File: src/rtl/arb_4req_priority_rr.sv
// rtl/arb_4req_priority_rr.sv - 4-requester fixed/round-robin arbiter with hold limit and release cycle
module arb_4req_priority_rr #(
    parameter int MAX_HOLD = 8,
    parameter int CNT_W    = 4
) (
    input  logic       clk,
    input  logic       rst,
    input  logic       mode,
    input  logic [3:0] req,
    output logic [3:0] gnt,
    output logic [1:0] gnt_id,
    output logic       gnt_v,
    output logic       timeout
);

    typedef enum logic [1:0] {
        S_IDLE    = 2'd0,
        S_GRANT   = 2'd1,
        S_RELEASE = 2'd2
    } state_t;

    localparam logic [CNT_W-1:0] HOLD_LAST = CNT_W'(MAX_HOLD - 1);

    state_t           state_q, state_d;
    logic [3:0]       gnt_q, gnt_d;
    logic [1:0]       gnt_id_q, gnt_id_d;
    logic             gnt_v_q, gnt_v_d;
    logic             timeout_q, timeout_d;
    logic [CNT_W-1:0] hold_cnt_q, hold_cnt_d;
    logic [1:0]       last_id_q, last_id_d;

    logic [1:0]       win_id;
    logic [1:0]       rr_idx;

    // Candidates are scanned from lowest to highest precedence so the last hit wins.
    always_comb begin
        win_id = 2'd0;
        rr_idx = 2'd0;
        if (!mode) begin
            for (int i = 3; i >= 0; i--) begin
                if (req[i]) win_id = 2'(i);
            end
        end else begin
            for (int k = 3; k >= 0; k--) begin
                rr_idx = last_id_q + 2'(k) + 2'd1;
                if (req[rr_idx]) win_id = rr_idx;
            end
        end
    end

    always_comb begin
        state_d    = state_q;
        gnt_d      = gnt_q;
        gnt_id_d   = gnt_id_q;
        gnt_v_d    = gnt_v_q;
        timeout_d  = 1'b0;
        hold_cnt_d = hold_cnt_q;
        last_id_d  = last_id_q;
        case (state_q)
            S_IDLE: begin
                if (req != 4'b0000) begin
                    gnt_d      = 4'b0001 << win_id;
                    gnt_id_d   = win_id;
                    gnt_v_d    = 1'b1;
                    hold_cnt_d = '0;
                    state_d    = S_GRANT;
                end
            end
            S_GRANT: begin
                if (!req[gnt_id_q] || hold_cnt_q == HOLD_LAST) begin
                    gnt_d     = 4'b0000;
                    gnt_v_d   = 1'b0;
                    last_id_d = gnt_id_q;
                    timeout_d = req[gnt_id_q];
                    state_d   = S_RELEASE;
                end else begin
                    hold_cnt_d = hold_cnt_q + 1'b1;
                end
            end
            S_RELEASE: begin
                state_d = S_IDLE;
            end
            default: begin
                gnt_d   = 4'b0000;
                gnt_v_d = 1'b0;
                state_d = S_IDLE;
            end
        endcase
    end

    always_ff @(posedge clk or posedge rst) begin
        if (rst) begin
            state_q    <= S_IDLE;
            gnt_q      <= 4'b0000;
            gnt_id_q   <= 2'b00;
            gnt_v_q    <= 1'b0;
            timeout_q  <= 1'b0;
            hold_cnt_q <= '0;
            last_id_q  <= 2'b11;
        end else begin
            state_q    <= state_d;
            gnt_q      <= gnt_d;
            gnt_id_q   <= gnt_id_d;
            gnt_v_q    <= gnt_v_d;
            timeout_q  <= timeout_d;
            hold_cnt_q <= hold_cnt_d;
            last_id_q  <= last_id_d;
        end
    end

    assign gnt     = gnt_q;
    assign gnt_id  = gnt_id_q;
    assign gnt_v   = gnt_v_q;
    assign timeout = timeout_q;

endmodule

File: config.mk
export PLATFORM = sky130hd
export DESIGN_NAME = arb_4req_priority_rr
export DESIGN_NICKNAME = d
export VERILOG_FILES = /design/src/rtl/arb_4req_priority_rr.sv
export SDC_FILE = /design/constraint.sdc
export NUM_CORES = 1
export LEC_CHECK = 0
export CORE_MARGIN = 2
export CORE_UTILIZATION = 36
export CTS_BUF_LIST = sky130_fd_sc_hd__clkbuf_8
export DETAILED_ROUTE_END_ITERATION = 16
export GPL_TIMING_DRIVEN = 0
export PLACE_DENSITY = 0.59
export SYNTH_ARGS = -nofsm -noshare
export SYNTH_HDL_FRONTEND = slang
export SYNTH_SLANG_ARGS = --single-unit
export TNS_END_PERCENT = 10
File: constraint.sdc
create_clock -name clk -period 2.6 [get_ports clk]
set_input_delay 0.52 -clock clk [delete_from_list [all_inputs] [get_ports clk]]
set_output_delay 0.52 -clock clk [all_outputs]
set_load 0.01 [all_outputs]
======== Yosys cells after proc, flatten, opt, wreduce, memory -nomap -nowiden ========
Index checks and enable logic that the tools add are counted.
storage, ports and cells
  flip-flop bits (word level) ............. 16
  output and inout bits ................... 8
operators by class
  add/sub/neg operators ................... 7
  $lt $le $gt $ge ......................... 5
  equality and inequality tests ........... 6
  shift-type cells ........................ 1
  multiplexer cells ....................... 33
  bitwise logic cells ..................... 1
  reduce and logical (&&, ||, !) cells .... 10
operators with widths
  kind                                                        count
  two-way mux 2 bit                                           11
  two-way mux 4 bit                                           4
  less-than comparator 2 x 3 -> 1 bit, second input constant  5
  one-hot mux 4 bit (3 select lines)                          1
  binary-select mux 1 bit (select 2 bit)                      5
  two-way mux 1 bit                                           9
  adder 2 x 1 -> 2 bit, second input constant                 4
  one-hot mux 4 bit (2 select lines)                          1
  != test 2 bit, second input constant                        3
  AND reduction 2 bit                                         3
  AND reduction 3 bit                                         2
  adder 2 bit, second input constant                          2
  adder 4 x 1 -> 4 bit, second input constant                 1
  equality test 4 x 3 -> 1 bit, second input constant         1
  one-hot mux 2 bit (2 select lines)                          1
  nonzero test 4 bit                                          1
  left shift 1 x 2 -> 4 bit, first input constant             1
  one-hot mux 1 bit (3 select lines)                          1
  equality test 2 x 1 -> 1 bit, second input constant         1
  equality test 2 bit, second input constant                  1
  zero test 2 bit                                             1
  nonzero test 2 bit                                          1
  zero test 1 bit                                             1
  logical OR 1 bit                                            1
  NOT 1 bit                                                   1

======== Logic depth before layout (Yosys ltp) ========
  depth in word-level cells ............... 12
  depth in mapped cells ................... 7
  mapped depth without buffers ............ 6

======== Worst setup path before layout ========
No wires, ideal clock.
  kind .................................... input to register
  start point ............................. input req[0]
  end point ............................... register hold_cnt_q[2]
  setup time .............................. 121 ps
  arrival time ............................ 1646 ps
  required time ........................... 2479 ps
  path slack .............................. 833 ps
  stages .................................. 6
  path through ............................ buf_6 -> mux4_2 -> and3_4 -> nand2_1 -> mux2i_1 -> a22o_1
on the way
  longest elaborated chain between the ends .. 6
  elaborated cells on any way between the ends .. 8
ends and longest elaborated chain
  item                                     RTL line  source
  start, declared                          9         input logic [3:0] req,
  binary-select mux 1 bit (select 2 bit)   70        if (!req[gnt_id_q] || hold_cnt_q == HOLD_LAST) begin
  two-way mux 1 bit (implied by the code)  70
  zero test 1 bit                          70
  logical OR 1 bit                         70
  != test 2 bit (no line)                  n/a
  AND reduction 3 bit (no line) (*)        n/a
  end signal, assigned                     106       hold_cnt_q <= hold_cnt_d;
  end, declared                            29        logic [CNT_W-1:0] hold_cnt_q, hold_cnt_d;
Mark *: on every way between the ends. The rest lies on a longest branch, timed or not. The select of a mux whose other input is x is not followed.
A chain may end at the register's enable or synchronous reset.

======== Worst setup path after layout ========
  start point ............................. input req[2]
  end point ............................... register gnt_q[2] (netlist: gnt[2])
on the way
  longest elaborated chain between the ends .. 10
  elaborated cells on any way between the ends .. 27
ends and longest elaborated chain
  item                                     RTL line  source
  binary-select mux 1 bit (select 2 bit)   46        if (req[rr_idx]) win_id = rr_idx;
  two-way mux 1 bit (implied by the code)  46
  two-way mux 2 bit (4 in a row)           46
  two-way mux 2 bit                        39        if (!mode) begin
  left shift 1 x 2 -> 4 bit                62        gnt_d = 4'b0001 << win_id;
  two-way mux 4 bit                        61        if (req != 4'b0000) begin
  one-hot mux 4 bit (3 select lines)       59        case (state_q)
  end signal, assigned                     102       gnt_q <= gnt_d;
  end, declared                            25        logic [3:0] gnt_q, gnt_d;
Several ways; a longest one is shown, not always the timed one. The select of a mux whose other input is x is not followed.

==> results.yml <==
outcome:
  status: "finished, final reports clean"
logic_synthesis:
  yosys_warnings: 0
  synth_edf_count: 0
  synth_top_area_share_pct: 40.3
  synthesis.nets: 99
  synthArstFlopShare_pct: 100
  ys_seq_area_share_pct: 46.3
  syn_area_sq_um: 870
  synth_top_flop_cell: "dfrtp_1"
  synth.distinct_cells: 35
  yosysTopAreaCell: "dfrtp_1"
  syn_inst: 91
  synth-seq-cells: 16
  synth.area.top_cells: "dfrtp_1 40%, dfstp_2 6.0%, nand2_1 4.3%"
  synth.avg_cell_area_sq_um: 9.56
sta:
  timing.final.crit_period_ns: 2.10
  period_share_pct: 80.8
  fmax_mhz: 476
  rsz0062_at_grt: "no"
  finClkSkew_ns: 0.00209
  max_slew_margin_pct: 56.0
  slew_viol_final: 0
  setup_viol_count_final: 0
  worst_slew_pin_slew_ns: 0.653
  tns_ns: 0
  finalHoldViolCount: 0
worst_setup_path:
  rr_worst_depth: 6
  worstSetupPathType: "in -> reg"
  required_ns: 2.70
  cp_top_family: "compound AO/OA/AOI/OAI gates"
  crit_slowest_cell: "o21ai_0"
  r2r_start: "last_id_q[0]"
  cpPeakStageDelay_ns: 0.54
  path_common_cell: "o21ai_0"
  worst-path-buf-inv: 1
  crit_path_start_kind: "input port"
  r2r_setup_slack_ns: 0.62
  worstSetupEndpointType: "register"
  arrival_ns: 2.20
  path_max_fanout: 7
  path_cells: "clkdlybuf4s50_1 -> nor2b_1 -> o21ai_0 -> a21oi_1 -> o21ai_0 -> o21ai_0"
  reg2reg_to: "gnt[2]"
route:
  postRouteAntennaNets: 0
  wl_mm: 1.77
  wire_per_inst_microns: 13.0
  drc: 0
  viasPerCell: 5.23
  drtIter0Drc: 7
  vias: 711
  dr.pass1.iters: 4
power_and_ir_drop:
  powerDensity_nw_per_um2: 1120
  ir_drop_v: 0.000723
  cellLeakagePower_nw: 0.465
floorplan:
  die_area_sq_um: 2820
  start_util_pct: 38.6
  die_h_microns: 53.1
  core_region_area_sq_um: 2250
  ios: 15
  fp-row-count: 17
  die_w_microns: 53.1
worst_hold_path:
  worstHoldEndpoint: "gnt[3]"
  hold_start: "gnt[3]"
  hold_path_depth: 2
  hold_class: "reg -> reg"
place:
  dpl.hpwl_mm: 1.28
  place_congestion: 0.715
  port_buffers: 13
global_route:
  grt_max_degree: 17
  overflow: 0
  grt_pass1_wl_mm: 2.97
  antenna_found_initial: 0
  grt_pass1_vias: 647
  grt.total_usage_pct: 15.4
clocking:
  postCtsResizedCells: 0
  cts_buffer_depth: 2
  root_buffer: "clkbuf_8"
  clock_latency_ns: 0.25
  path_clk_slew_ns: 0.06
  ctsHoldBuffers: 0
  cts_tree: "built"
  ctsHtreeMaxLevel: 1
  cts_setup_buffers: 0
  cts_buffers: 3
  clock-sinks: 16
cells_and_area:
  diodes: 0
  regArea_sq_um: 403
  n_fill_cell: 227
  multiInputGateArea_sq_um: 417
  finalCoreUtilization_pct: 48.3
  drive_gt1_share_pct: 13.0
  areaGrowthSynthToFinish_pct: 25.3
  nets: 117
flow_run:
  drv.max_cap_violation_count: 0
power by group:
part           leakage, nW  internal (mW)  switching, mW
registers            0.203          0.360         0.0725
clock network       0.0288          0.134         0.0849
logic                0.233          0.276          0.288
total                0.465          0.770          0.446
registers in the layout (all words and copies together), names as in the netlist:
| signal | flops |
|---|---|
| gnt | 4 |
| gnt_id | 2 |
| gnt_v | 1 |
| hold_cnt_q | 4 |
| last_id_q | 2 |
| state_q | 2 |
| timeout | 1 |
layout by cell type (no fill, tap or decap), types with 3 or more instances in the layout:
cell and instances:
clkdlybuf4s50_1 13, nor2b_1 4, inv_1 7, a21oi_1 5
nor3_1 3, nand3_1 3, nor2_1 8, o21ai_0 5
nand2_1 10, clkbuf_8 4, dfrtp_1 14
metrics by stage:
stage	setup WS, ns	hold slack [ns]	total power [mW]	cell area [sq um]	cells
final	0.500	0.496	1.22	1090	136
after global routing	0.377	0.523	1.31	1090	136
after CTS	0.516	0.496	1.23	1090	136
after detailed placement	0.220	0.478	1.00	1030	132
after global placement	0.308	0.471	0.992	1030	132
after floorplan	0.833	0.432	0.804	870	91
worst max path at each step:
stage               startpoint            end  slack [ns]  cells past startpoint
global route            req[2]         gnt[2]        0.38                      6
detailed placement      req[2]         gnt[3]        0.22                      6
CTS                     req[2]         gnt[2]        0.52                      6
global placement        req[3]  hold_cnt_q[1]        0.31                      5
finish                  req[2]         gnt[2]        0.50                      6
floorplan               req[0]  hold_cnt_q[2]        0.83                      6
layout make-up:
cell class | instances | share of cell area (%)
multi-input combinational | 64 | 38.2
sequential | 16 | 37.0
clock buffer | 4 | 5.05
timing repair buffer | 13 | 11.9
tap | 28 | 3.21
buffer | 4 | 2.18
inverter | 7 | 2.41
cells in the mapped netlist (3+ instances only):
cell / count
a21oi_1: 5
dfrtp_1: 14
inv_1: 7
nand2_1: 10
nand3_1: 3
nor2_1: 8
nor2b_1: 4
nor3_1: 3
o21ai_0: 5
cells by family (layout without fill, tap and decap cells):
| family | Yosys count | count (layout) | share of synthesized area (%) |
|---|---|---|---|
| xor gates and xnor gates | 2 | 2 | 2.01 |
| DFF | 16 | 16 | 46.3 |
| AOI/OAI and AO/OA | 22 | 22 | 17.8 |
| muxes | 5 | 5 | 7.48 |
| adders and majority gates | 1 | 1 | 1.44 |
| buffers and inverters | 11 | 28 | 5.76 |
| and+or+nand+nor | 34 | 34 | 19.1 |
worst min-delay path, stage by stage (launching register included):
cell and delay [ns]:
dfrtp_1 0.35, nand2_1 0.05, o21ai_0 0.06
per-layer routing:
layer	track usage, %	vias to the layer above	wire (microns)
li1	-	359	-
met1	19.3	331	878
met2	23.1	17	785
met3	5.93	4	74
met4	7.69	0	33
met5	0	-	0
No activity file was read; power rests on OpenSTA's default activity.
